### config.mk
export PLATFORM = sky130hd
export DESIGN_NAME = irq_source_arbiter
export DESIGN_NICKNAME = d
export VERILOG_FILES = /design/src/rtl/irq_source_arbiter.sv
export SDC_FILE = /design/constraint.sdc
export NUM_CORES = 1
export LEC_CHECK = 0
export BUFFER_PORTS_ARGS = -buffer_cell sky130_fd_sc_hd__buf_2
export CORE_MARGIN = 1
export CORE_UTILIZATION = 46
export CTS_CLUSTER_DIAMETER = 200
export DETAILED_ROUTE_END_ITERATION = 8
export PLACE_DENSITY_LB_ADDON = 0.15
export SETUP_SLACK_MARGIN = 0.4
export SLEW_MARGIN = 20
export SYNTH_ARGS = -nofsm -noshare
export SYNTH_HDL_FRONTEND = slang
export SYNTH_SLANG_ARGS = --single-unit
### constraint.sdc
create_clock -name clk_i -period 1.8 [get_ports clk_i]
set_input_delay 0.18 -clock clk_i [delete_from_list [all_inputs] [get_ports clk_i]]
set_output_delay 0.18 -clock clk_i [all_outputs]
set_load 0.01 [all_outputs]
### src/rtl/irq_source_arbiter.sv
// Latches peripheral interrupt lines into pending bits and arbitrates them by fixed priority into one controller request.
// Define IRQ_EDGE_DETECT_EN for rising-edge pend capture; the default build uses level capture.
module irq_source_arbiter #(
  parameter  int N_SRC = 8,
  localparam int ID_W  = $clog2(N_SRC)
) (
  input  logic             clk_i,
  input  logic             rst_i,
  input  logic [N_SRC-1:0] irq_lines_i,
  input  logic [N_SRC-1:0] irq_mask_i,
  input  logic             irq_taken_i,
  input  logic             irq_ret_i,
  output logic             irq_req_o,
  output logic [ID_W-1:0]  irq_id_o,
  output logic [N_SRC-1:0] irq_active_o,
  output logic [N_SRC-1:0] irq_pending_o
);

  typedef enum logic [1:0] {IDLE, REQ, SERVICE} state_t;

  state_t             state_q, state_d;
  logic [N_SRC-1:0]   pending_q, pending_d;
  logic [ID_W-1:0]    id_q, id_d;
  logic [N_SRC-1:0]   active_q, active_d;
  logic [N_SRC-1:0]   set_w;
  logic [N_SRC-1:0]   clr_w;
  logic [N_SRC-1:0]   cand_w;
  logic [ID_W-1:0]    sel_idx;
  logic [N_SRC-1:0]   sel_oh;

`ifdef IRQ_EDGE_DETECT_EN
  logic [N_SRC-1:0]   prev_q;

  always_ff @(posedge clk_i) begin
    if (rst_i) prev_q <= '0;
    else       prev_q <= irq_lines_i;
  end

  assign set_w = irq_lines_i & ~prev_q;
`else
  assign set_w = irq_lines_i;
`endif

  // Set is OR'd in after the clear so a same-cycle re-assertion re-pends the source.
  assign clr_w     = (state_q == SERVICE && irq_ret_i) ? active_q : '0;
  assign pending_d = (pending_q & ~clr_w) | set_w;
  assign cand_w    = pending_q & irq_mask_i;

  always_comb begin
    sel_idx = '0;
    sel_oh  = '0;
    for (int i = N_SRC - 1; i >= 0; i--) begin
      if (cand_w[i]) begin
        sel_idx   = ID_W'(i);
        sel_oh    = '0;
        sel_oh[i] = 1'b1;
      end
    end
  end

  always_comb begin
    state_d  = state_q;
    id_d     = id_q;
    active_d = active_q;
    case (state_q)
      IDLE: begin
        if (|cand_w) begin
          state_d  = REQ;
          id_d     = sel_idx;
          active_d = sel_oh;
        end
      end
      REQ: begin
        if (irq_taken_i) state_d = SERVICE;
      end
      SERVICE: begin
        if (irq_ret_i) begin
          state_d  = IDLE;
          active_d = '0;
        end
      end
      default: begin
        state_d  = IDLE;
        active_d = '0;
      end
    endcase
  end

  always_ff @(posedge clk_i) begin
    if (rst_i) begin
      state_q   <= IDLE;
      pending_q <= '0;
      id_q      <= '0;
      active_q  <= '0;
    end else begin
      state_q   <= state_d;
      pending_q <= pending_d;
      id_q      <= id_d;
      active_q  <= active_d;
    end
  end

  assign irq_req_o     = (state_q == REQ);
  assign irq_id_o      = id_q;
  assign irq_active_o  = active_q;
  assign irq_pending_o = pending_q;

endmodule

======== Yosys cells after proc, flatten, opt, wreduce, memory -nomap -nowiden ========
Cells that the tools add are included.
storage, ports and cells
  flip-flop bits (word level) ............. 21
  input bits .............................. 20
  output and inout port bits .............. 20
cells by class
  eq/ne operators ......................... 5
  multiplexer cells ....................... 24
  bitwise logic cells ..................... 5
  reductions and logical operators ........ 6
operator list
  operator              count
  $mux W8               11
  $mux W3               8
  $pmux W8 S3           1
  $and A8 B8 Y8         2
  $not A8 Y8            1
  $or A8 B8 Y8          1
  $reduce_or A8 Y1      1
  $mux W2               3
  $ne A2 B2 Y1 const B  3
  $pmux W2 S3           1
  $reduce_and A3 Y1     2
  $eq A2 B1 Y1 const B  1
  $eq A2 B2 Y1 const B  1
  $logic_not A2 Y1      1
  $reduce_and A2 Y1     1
  $logic_and A1 B1 Y1   1
  $not A1 Y1            1

======== Depth between registers and ports, before layout ========
Gate-level depths: netlist (run 1).
  depth after elaboration ................. 11
  mapped depth ............................ 5

======== Worst setup path after synthesis (run 1) ========
OpenSTA, ideal clock, no wires.
  path type ............................... reg2reg
  start ................................... register pending_q[5] (netlist: irq_pending_o[5])
  end ..................................... register active_q[5] (netlist: irq_active_o[5])
  setup time .............................. 75 ps
  arrival time ............................ 1329 ps
  setup slack ............................. 396 ps
  stages on the path, launching flop included .. 6
  period minus slack after synthesis ...... 1404 ps
  path through ............................ dfxtp_1 > a222oi_1 > and2_1 > buf_6 > nand3_2 > a31oi_1
on the way
  cells in the longest elaborated chain, start to end .. 9
  elaborated cells between the ends (all ways) .. 12
  those cells by class .................... eq/ne: 1; mux: 8; bitwise: 1; reduce/logical: 2
ends and longest elaborated chain
  element                   line  source
  start: declaration        22    logic [N_SRC-1:0] pending_q, pending_d;
  start signal: assignment  97    pending_q <= pending_d;
  $and A8 B8 Y8 (*)         47    assign cand_w = pending_q & irq_mask_i;
  $mux W8 (6 in a row)      53    if (cand_w[i]) begin
  $mux W8                   67    if (|cand_w) begin
  $pmux W8 S3               65    case (state_q)
  end signal: assignment    99    active_q <= active_d;
  end: declaration          24    logic [N_SRC-1:0] active_q, active_d;
Every way passes the cells marked *; elsewhere a longest branch is shown, timed or not. The select of a mux whose other input is x is not followed.
A chain may end at the register's enable or synchronous reset.

======== Worst setup path in the final report (run 1) ========
  start ................................... register pending_q[0] (netlist: irq_pending_o[0])
  end ..................................... register active_q[5] (netlist: irq_active_o[5])
on the way
  cells in the longest elaborated chain, start to end .. 4
  elaborated cells between the ends (all ways) .. 7
  those cells by class .................... eq/ne: 1; mux: 3; bitwise: 1; reduce/logical: 2
ends and longest elaborated chain
  element                                                            line
  $and A8 B8 Y8 (*)                                                  47
  $reduce_or A8 Y1 or $mux W8 (tied branches)                        67, 53
  $ne A2 B2 Y1 (no source line) or $mux W8 (tied branches)           --
  $reduce_and A3 Y1 (no source line) or $pmux W8 S3 (tied branches)  --
Marks and branches as above.

==> impl_results.md, run 1 <==
* Worst path bufs/invs at 1
* Clock Path Buffers at 2
* Cell Rows at 16
* Crit-path cells: a211o_4, nor3_4, buf_6, nand4_1, a31oi_1
* Mean Syn Cell Area at 8.27 sq um
* GRT Overall Usage at 0.223
* Die Wd at 48.3 microns
* Pint at 0.000716 W
* PwrDens at 786 nW/um^2
* WHS Path Cells at 3
* Final setup violating endpoints at 0
* Yosys reg bits at 21
* DR WL/cell at 13.4 microns
* Hold bufs inserted after CTS at 0
* Global route overflow at 0
* Largest stage delay on the critical path at 0.38 ns
* Switching fraction of total power at 0.312
* CTS clk-pin slew, worst paths at 0.11 ns
* Pre-antenna DRT Iters at 4
* WP data required at 2.02 ns
* Post-Route Utilization at 0.668
* Ranking of synthesized cells by area: dfxtp_1 43%, a21oi_1 7.1%, nand2_1 6.9%
* Max Clock Freq at 726 MHz
* Tcrit/Tclk final at 0.766
* Synth-to-Final Area Change at 34.4%
* CTS sink count at 21
* Fin nets at 186
* Worst rel slew slack at 0.722
* CTS tree: built
* First-pass GRT wire length at 3.65 mm
* CTS H-tree lvls at 1
* Vias after detailed routing at 1066
* Synth Instances at 119
* Net switching power at 0.000324 W
* DRC errors left at 0
* Core area at 1980 sq um
* Post-place setup slack at 0.236 ns
* Critical Path End Type: flop
* Mapped cell area at 985 sq um
* Critical path's slowest cell: dfxtp_4
* Least-Margin Pin Slew at 0.415 ns
* CTS Buf Count at 3
* Startpoint types: flop
* Cell variety after synth at 37
* Worst R2R Path Depth at 5
* Register area share after synthesis at 0.427
* Fin. max-slew vios at 0
* Fin. Hold Viols at 0
* Antenna fix cells at 0
* Total Wirelength at 2.58 mm
* Clk pwr share at 0.213
* Post-synth top area share at 0.427
* DRT iter0 DRCs at 30
* Family with the most delay on the worst path: compound AO/OA/AOI/OAI gates
* Final Skew at 0.00266 ns
* Stages on worst setup path at 5
* Crit-path max FO at 6
* Hold Crit Class: input pin to flop
* Max cap viols at 0
* Sum of negative setup slack at 0 ns
* Die ar. at 2330 sq um
* Final ANT Viol Nets at 0
* Largest net degree at the start of global routing at 20
* Sequential group share of total power at 0.512
* Worst vdd ir at 500 uV
* Final Critical Period at 1.38 ns
* Die Height at 48.3 microns
* Comb power frac at 0.275
* Post-Syn Nets at 139
* Via/cell ratio at 5.55
* Ports at 40
* Crit path arrival time at 1.60 ns
* YS warnings at 0
* Final GP Congestion at 0.858
* Vias in the first global route at 842
* Number of buffers added on ports at 39
* Clk_lat worst skew at 0.29 ns
* DP Cell Count at 180
* RSZ-0062 raised after global routing: true
* Tot Pwr at 0.00104 W
* CTS root buffer: clkbuf_4
* Post-synth top area cell: dfxtp_1
* Initial Util at 0.497
* PnR worst setup slack at 0.422 ns
* Status: finished, final reports clean
* Initial antenna violation count at 0
* Finished Layout Cells at 192
* Worst Setup Path Type: flop to flop
* Final HPWL DP at 1.81 mm
* Fraction of layout cells with a size suffix above 1 at 0.412
* Leak at 0.592 nW
-- worst register-to-register path: cells and delay by family (launching register included) --
family / cells / cell delay, ns
buf+inv: 1 / 0.15
flops: 1 / 0.38
compound gates: 2 / 0.54
simple gates: 2 / 0.25
-- routing by layer --
layer / up-vias / global-route usage / routed length (microns)
met3: 8 / 0.0222 / 132
met1: 490 / 0.303 / 1140
met4: 0 / 0.0833 / 46
met5: - / 0 / 0
met2: 37 / 0.365 / 1260
li1: 531 / - / -
-- timing repair --
action / CTS / global route
endpoints found under the setup margin: 11 / 12
pin swaps: 2 / 6
gates resized for setup: 7 / 12
buffers inserted: 3 / 5
-- kinds of logic after synthesis --
family | count (synthesis) | share of synthesized area
buf+inv | 8 | 0.0394
compound gates | 38 | 0.264
simple gates | 52 | 0.269
flops | 21 | 0.427
-- final cells by class --
class,count,area [sq um]
fillers,186,658
multi-input cells,90,562
flip-flops and latches,21,432
repair buffers,47,259
well taps,27,33.8
clock buffers,4,26.3
inverters,3,11.3
-- power groups by stage --
stage	sequential [W]	combinational (W)	clock (W)
global route	0.000538	0.000312	0.000249
finish	0.000533	0.000286	0.000222
floorplan	0.000549	0.000148	0
global placement	0.000538	0.000233	0
CTS	0.000531	0.000254	0.000225
detailed placement	0.000540	0.000237	0
-- final timing paths --
kind	end	slack, ns	startpoint
hold reg to reg	irq_id_o[1]	0.48	irq_id_o[1]
setup / recovery	irq_active_o[5]	0.42	irq_pending_o[0]
setup reg to reg	irq_active_o[5]	0.42	irq_pending_o[0]
hold / removal	irq_pending_o[2]	0.09	irq_lines_i[2]
-- cells in the final DEF, fill, tap and decap left out, types with 2 or more instances in the layout --
cell	n
buf_2	39
nand2_1	18
dfxtp_1	16
nor2_1	14
a21oi_1	13
buf_4	7
a22oi_1	4
a211oi_1	3
inv_1	3
o21ai_0	3
nand3_1	3
clkbuf_4	3
dfxtp_2	3
nand3_2	2
and3_1	2
nand4_1	2
dfxtp_4	2
-- Yosys cell counts (all sizes together) --
library cell,number
a22oi,4
clkbuf,3
a221oi,1
o311ai,1
nor2b,1
nand4,2
and3b,1
a222oi,1
nand3,5
a32o,1
o2111ai,1
a211o,1
nand2,18
and4,1
nor2,14
dfxtp,21
and2,2
a211oi,4
a2bb2oi,1
a22o,1
or3b,1
a311oi,1
nor3,3
o21ai,4
inv,3
a32oi,1
o41ai,1
buf,2
a31oi,1
and3,2
a21oi,14
nand2b,2
-- metrics by stage --
step / hold slack (ns) / area [sq um]
4_1_cts: 0.0838 / 1240
3_5_place_dp: 0.396 / 1190
3_3_place_gp: 0.383 / 1190
2_1_floorplan: 0.297 / 985
5_1_grt: 0.0722 / 1320
6_report: 0.0860 / 1320
-- flip-flops by register name (all words and copies together) (netlist names) --
name	count
irq_id_o	3
irq_active_o	8
irq_pending_o	8
state_q	2
Note: power is estimated with default switching activity, not from simulation.
==> run 2: changes to the inputs <==
--- a/config.mk
+++ b/config.mk
@@ -7,7 +7,7 @@
 export LEC_CHECK = 0
 export BUFFER_PORTS_ARGS = -buffer_cell sky130_fd_sc_hd__buf_2
 export CORE_MARGIN = 1
-export CORE_UTILIZATION = 46
+export CORE_UTILIZATION = 42
 export CTS_CLUSTER_DIAMETER = 200
 export DETAILED_ROUTE_END_ITERATION = 8
 export PLACE_DENSITY_LB_ADDON = 0.15
==> constraint.sdc (replaced) <==
create_clock -name clk_i -period 1.2 [get_ports clk_i]
set_input_delay 0.12 -clock clk_i [delete_from_list [all_inputs] [get_ports clk_i]]
set_output_delay 0.12 -clock clk_i [all_outputs]
set_load 0.01 [all_outputs]
==> run 2 against run 1 <==
The run now ends with setup timing left. Non-clock buffer count grew 34. Sequential share of layout area shrank 7.7 points. Design area grew 36%. Core utilization grew 15 points. Clock-buffer cell count is the same. Maximum frequency shrank 3.8%. Worst hold slack lost 0.081 ns. Final cell count grew 18%. Die area grew 9.1%. Largest cell class is now non-clock buffers.
==> impl_results.md, run 2 (same netlist as run 1, synthesis figures left out) <==
* Crit-path max FO at 3 (-3)
* Hold Crit Class: input pin to flop
* RSZ-0062 raised after global routing: true
* Antenna fix cells at 0 (unchanged)
* Initial antenna violation count at 0 (unchanged)
* Leak at 0.810 nW (+37%)
* Core area at 2210 sq um (+12%)
* Largest net degree at the start of global routing at 18 (-10%)
* CTS root buffer: clkbuf_4
* Tcrit/Tclk final at 1.19 (+0.428)
* Finished Layout Cells at 227 (+18%)
* CTS H-tree lvls at 1 (unchanged)
* Worst rel slew slack at 0.754 (+0.0314)
* Global route overflow at 0 (unchanged)
* Final ANT Viol Nets at 0 (unchanged)
* PnR worst setup slack at -0.232 ns (-0.654 ns)
* Crit path arrival time at 1.66 ns (+0.06 ns)
* Synth-to-Final Area Change at 83.5%
* Final setup violating endpoints at 18 (+18)
* DRC errors left at 0 (unchanged)
* Final GP Congestion at 0.798 (-6.9%)
* Clock Path Buffers at 2 (unchanged)
* Max cap viols at 0 (unchanged)
* PwrDens at 1030 nW/um^2 (+32%)
* Most frequent cells in the layout: 32 x buf_6, 27 x buf_4, 21 x buf_2
* CTS clk-pin slew, worst paths at 0.12 ns (about the same)
* DP Area at 1440 sq um (+21%)
* Vias in the first global route at 1224 (+45%)
* Least-Margin Pin Slew at 0.367 ns (-0.0481 ns)
* WP data required at 1.42 ns (-0.60 ns)
* CTS Buf Count at 3 (unchanged)
* Fin. Hold Viols at 0 (unchanged)
* Commonest non-fill, non-tap cell in the layout: buf_6
* Status: finished with violations
* Vias after detailed routing at 1307 (+23%)
* Startpoint types: flop
* Failing checks: setup timing
* DP Cell Count at 211 (+17%)
* Hold bufs inserted after CTS at 0 (unchanged)
* GRT Overall Usage at 0.269 (+0.0460)
* CTS sink count at 21 (unchanged)
* Total Wirelength at 3.71 mm (+44%)
* Worst Setup Path Type: flop to flop
* Clk pwr share at 0.187 (-0.026)
* Number of buffers added on ports at 39 (unchanged)
* Sequential group share of total power at 0.428 (-0.084)
* Finished layout cell area at 1810 sq um (+36%)
* Die ar. at 2540 sq um (+9.1%)
* Via/cell ratio at 5.76 (+3.7%)
* Cell Rows at 17 (+1)
* Pre-antenna DRT Iters at 4 (unchanged)
* Ports at 40 (unchanged)
* Clk_lat worst skew at 0.31 ns (+0.02 ns)
* Die Height at 50.4 microns (+4.5%)
* Sum of negative setup slack at -2.32 ns (-2.32 ns)
* Fraction of layout cells with a size suffix above 1 at 0.628 (+0.216)
* Fin. max-slew vios at 0 (unchanged)
* Final Skew at 0.00268 ns (+0.0000207 ns)
* Comb power frac at 0.385 (+0.110)
* Final HPWL DP at 2.17 mm (+20%)
* Critical Path End Type: flop
* DRT iter0 DRCs at 54 (+80%)
* Die Wd at 50.4 microns (+4.5%)
* Max Clock Freq at 698 MHz (-3.8%)
* DR WL/cell at 16.4 microns (+22%)
* Pint at 0.00127 W (+77%)
* Post-Route Utilization at 0.817 (+0.149)
* Net switching power at 0.000597 W (+84%)
* Initial Util at 0.445 (-0.0517)
* WHS at 0.00466 ns (-0.0814 ns)
* Fin nets at 220 (+18%)
* First-pass GRT wire length at 5.17 mm (+42%)
* CTS tree: built
* Final Critical Period at 1.43 ns (+0.0539 ns)
* Worst vdd ir at 867 uV (+73%)
* Switching fraction of total power at 0.320 (+0.00791)
[run 2: area by class of cell]
class	instances	area, sq um
Fill cell	129	405
Clock buffer	4	26.3
Tap cell	28	35.0
Sequential cell	21	450
Multi-Input combinational cell	90	596
Inverter	3	11.3
Timing Repair Buffer	81	688
[run 2: worst paths after layout]
check | cells after the start | endpoint | from | slack [ns]
setup / recovery | 6 | irq_id_o[0] | irq_pending_o[5] | -0.23
hold / removal | 3 | irq_pending_o[3] | irq_lines_i[3] | 0.005
setup reg to reg | 6 | irq_id_o[0] | irq_pending_o[5] | -0.23
hold reg to reg | 2 | irq_id_o[1] | irq_id_o[1] | 0.50
[run 2: power groups by stage]
| stage | combinational, W | clock, W | sequential [W] |
|---|---|---|---|
| after floorplan | 0.000227 | 0 | 0.000825 |
| after global placement | 0.000520 | 0 | 0.000799 |
| after detailed placement | 0.000527 | 0 | 0.000803 |
| after CTS | 0.000643 | 0.000347 | 0.000798 |
| after global routing | 0.000758 | 0.000389 | 0.000804 |
| final | 0.000719 | 0.000350 | 0.000799 |
[run 2: metrics by stage]
stage	worst slack [ns]	power, W
after floorplan	-0.131	0.00105
after global placement	-0.119	0.00132
after detailed placement	-0.146	0.00133
after CTS	-0.157	0.00179
after global routing	-0.321	0.00195
final	-0.232	0.00187
[run 2: layer usage]
layer | share of wire | routed length [microns] | track usage
met4 | 0.034 | 128 | 0.106
met5 | 0 | 0 | 0
met1 | 0.39 | 1430 | 0.330
met2 | 0.52 | 1910 | 0.471
met3 | 0.064 | 239 | 0.0364
[run 2: critical path, cell delays in order (launching register included)]
cell	delay, ns
dfxtp_4	0.36
a222oi_1	0.32
buf_4	0.18
buf_6	0.10
and4_4	0.23
o311ai_2	0.09
o41ai_2	0.06
[run 2: what timing repair did]
action                     in CTS  in global routing
setup buffers                  10                  2
pin swaps                       4                 10
gates resized for setup        52                 13
setup endpoints to repair      41                 41
==> run 3: changes to the inputs <==
--- a/config.mk
+++ b/config.mk
@@ -11,7 +11,6 @@
 export CTS_CLUSTER_DIAMETER = 200
 export DETAILED_ROUTE_END_ITERATION = 8
 export PLACE_DENSITY_LB_ADDON = 0.15
-export SETUP_SLACK_MARGIN = 0.4
 export SLEW_MARGIN = 20
 export SYNTH_ARGS = -nofsm -noshare
 export SYNTH_HDL_FRONTEND = slang
==> run 3 against run 2 <==
Worst setup slack better by 0.039 ns. Design area down 11%. Largest power group unchanged. Maximum frequency up 2.8%. Sequential share of layout area up 2.1 points. Core utilization down 9.0 points. Critical path depth down 1. Wire length down 17%. Register-to-register slack better by 0.04 ns. Sequential cell count unchanged. Via count down 10%. The run still ends with setup timing left. Power down 5.4%. Combinational power down 12%.
==> impl_results.md, run 3 (same netlist as run 1, synthesis figures left out) <==
* Max cap viols at 0 (unchanged)
* Hold bufs inserted after CTS at 0 (unchanged)
* Fraction of layout cells with a size suffix above 1 at 0.580 (-0.0484)
* Fill cell instance count of the final layout at 174 (+35%)
* Least-Margin Pin Slew at 0.343 ns (-0.0242 ns)
* Pint at 0.00121 W (-5.1%)
* Fin. max-slew vios at 0 (unchanged)
* Synth-to-Final Area Change at 63.3%
* Final GP Congestion at 0.810 (+1.4%)
* Max Clock Freq at 718 MHz (+2.8%)
* Critical Path End Type: flop
* Ports at 40 (unchanged)
* CTS tree: built
* CTS root buffer: clkbuf_4
* Most frequent cells in the layout: 38 x buf_2, 24 x buf_4, 16 x dfxtp_1
* Startpoint types: flop
* RSZ-0062 raised after global routing: true
* Global route overflow at 0 (unchanged)
* DR WL/cell at 14.3 microns (-13%)
* Net switching power at 0.000561 W (-6.1%)
* Worst rel slew slack at 0.771 (+0.0178)
* Final HPWL DP at 2.16 mm (-0.90%)
* Tcrit/Tclk final at 1.16 (-0.0328)
* R2r startpoint: irq_pending_o[5]
* Hold Crit Class: input pin to flop
* Cell Rows at 17 (unchanged)
* Vias in the first global route at 1118 (-8.7%)
* Worst Setup SP: irq_pending_o[5]
* Clk pwr share at 0.193 (+0.006)
* Die Height at 50.4 microns (unchanged)
* Sum of negative setup slack at -1.61 ns (+0.709 ns)
* Die Wd at 50.4 microns (unchanged)
* Sequential group share of total power at 0.450 (+0.022)
* Status: finished with violations
* Critical path's slowest cell: dfxtp_4
* CTS H-tree lvls at 1 (unchanged)
* Commonest non-fill, non-tap cell in the layout: buf_2
* Critical path endpoint: irq_id_o[0]
* CTS Buf Count at 3 (unchanged)
* PnR worst setup slack at -0.193 ns (+0.0393 ns)
* Clk_lat worst skew at 0.30 ns (about the same)
* PwrDens at 1100 nW/um^2 (+6.3%)
* Core area at 2210 sq um (unchanged)
* Switching fraction of total power at 0.317 (-0.00230)
* Worst flop-to-flop path endpoint: irq_id_o[0]
* Largest net degree at the start of global routing at 15 (-3)
* Comb power frac at 0.358 (-0.027)
* Antenna fix cells at 0 (unchanged)
* Via/cell ratio at 5.43 (-5.7%)
* CTS clk-pin slew, worst paths at 0.12 ns (about the same)
* First-pass GRT wire length at 4.86 mm (-5.9%)
* Crit-path cells: a222oi_1, buf_4, and4_4, o311ai_2, o41ai_1
* WHS at 0.0176 ns (+0.0129 ns)
* Vias after detailed routing at 1173 (-10%)
* Final Critical Period at 1.39 ns (-0.0393 ns)
* Largest stage delay on the critical path at 0.36 ns (about the same)
* Number of buffers added on ports at 39 (unchanged)
* Final setup violating endpoints at 14 (-4)
* Total Wirelength at 3.08 mm (-17%)
* DRT iter0 DRCs at 23 (-57%)
* Initial antenna violation count at 0 (unchanged)
* Pre-antenna DRT Iters at 4 (unchanged)
* CTS sink count at 21 (unchanged)
* Final ANT Viol Nets at 0 (unchanged)
* Leak at 0.723 nW (-11%)
* Worst R2R Path Depth at 5 (-1)
* Worst Setup Path Type: flop to flop
* DRC errors left at 0 (unchanged)
* Final Skew at 0.00264 ns (-0.0000383 ns)
* Failing checks: setup timing
* Crit path arrival time at 1.59 ns (-0.07 ns)
* Fin. Hold Viols at 0 (unchanged)
* Crit-path max FO at 3 (unchanged)
* Worst vdd ir at 771 uV (-11%)
* GRT Overall Usage at 0.257 (-0.0122)
* R2R setup slack at -0.19 ns (+0.04 ns)
* Die ar. at 2540 sq um (unchanged)
* Clock Path Buffers at 2 (unchanged)
* Fin nets at 209 (-5.0%)
* Initial Util at 0.445 (unchanged)
* WP data required at 1.40 ns (-0.02 ns)
## run 3: cell count changes in the layout (fill, tap and decap cells not counted), moves of 3 or more
cell,before,now
nand3_1,1,4
nand2_1,17,9
nand3_2,4,1
nand2_2,1,9
buf_6,32,7
a21oi_2,4,9
dfxtp_1,1,16
a21oi_1,10,5
dfxtp_2,18,2
buf_4,27,24
buf_2,21,38
## run 3: through the flow
| step | instance area [sq um] | cells | worst slack [ns] | util | power (W) |
|---|---|---|---|---|---|
| CTS | 1510 | 215 | -0.174 | 0.682 | 0.00172 |
| global placement | 1410 | 208 | -0.181 | 0.636 | 0.00130 |
| finish | 1610 | 216 | -0.193 | 0.727 | 0.00177 |
| floorplan | 990 | 119 | -0.131 | - | 0.00105 |
| detailed placement | 1410 | 208 | -0.203 | 0.636 | 0.00131 |
| global route | 1610 | 216 | -0.228 | 0.727 | 0.00188 |
## run 3: final cells by class
cell class / instances / area, sq um / area share
repair buffers: 70 / 469 / 0.292
multi-input cells: 90 / 632 / 0.393
clock buffers: 4 / 26.3 / 0.0163
inverters: 3 / 11.3 / 0.00700
well taps: 28 / 35.0 / 0.0218
flip-flops and latches: 21 / 434 / 0.270
## run 3: worst min path at each step
stage          cells past startpoint               end           start
4_1_cts                            3  irq_pending_o[2]  irq_lines_i[2]
6_report                           3  irq_pending_o[3]  irq_lines_i[3]
2_1_floorplan                      2  irq_pending_o[5]  irq_lines_i[5]
3_3_place_gp                       3  irq_pending_o[0]  irq_lines_i[0]
5_1_grt                            3  irq_pending_o[3]  irq_lines_i[3]
3_5_place_dp                       3  irq_pending_o[2]  irq_lines_i[2]
## run 3: repair_timing
item	CTS	global route
pin swaps	4	8
resized for setup	16	25
hold endpoints to repair	0	0
buffers inserted	3	1
cloned	0	0
setup endpoints to repair	21	21
## run 3: worst max-delay path: cells and delay by family (launching register included)
kind,cells,cell delay (ns)
flip-flops,1,0.36
buffers and inverters,1,0.19
AO/OA/AOI/OAI,3,0.52
AND/OR/NAND/NOR,1,0.22
## run 3: power by group through the flow
stage          logic, W  registers, W  clock network, W
2_1_floorplan  0.000223      0.000824                 0
4_1_cts        0.000570      0.000789          0.000363
5_1_grt        0.000681      0.000802          0.000396
3_5_place_dp   0.000512      0.000801                 0
3_3_place_gp   0.000501      0.000798                 0
6_report       0.000632      0.000795          0.000340
## run 3: layer usage
layer | track usage | wire length, microns | vias to the layer above
li1 | - | - | 577
met4 | 0.0972 | 35 | 0
met1 | 0.325 | 1270 | 547
met3 | 0.0364 | 195 | 4
met2 | 0.440 | 1580 | 45
met5 | 0 | 0 | -
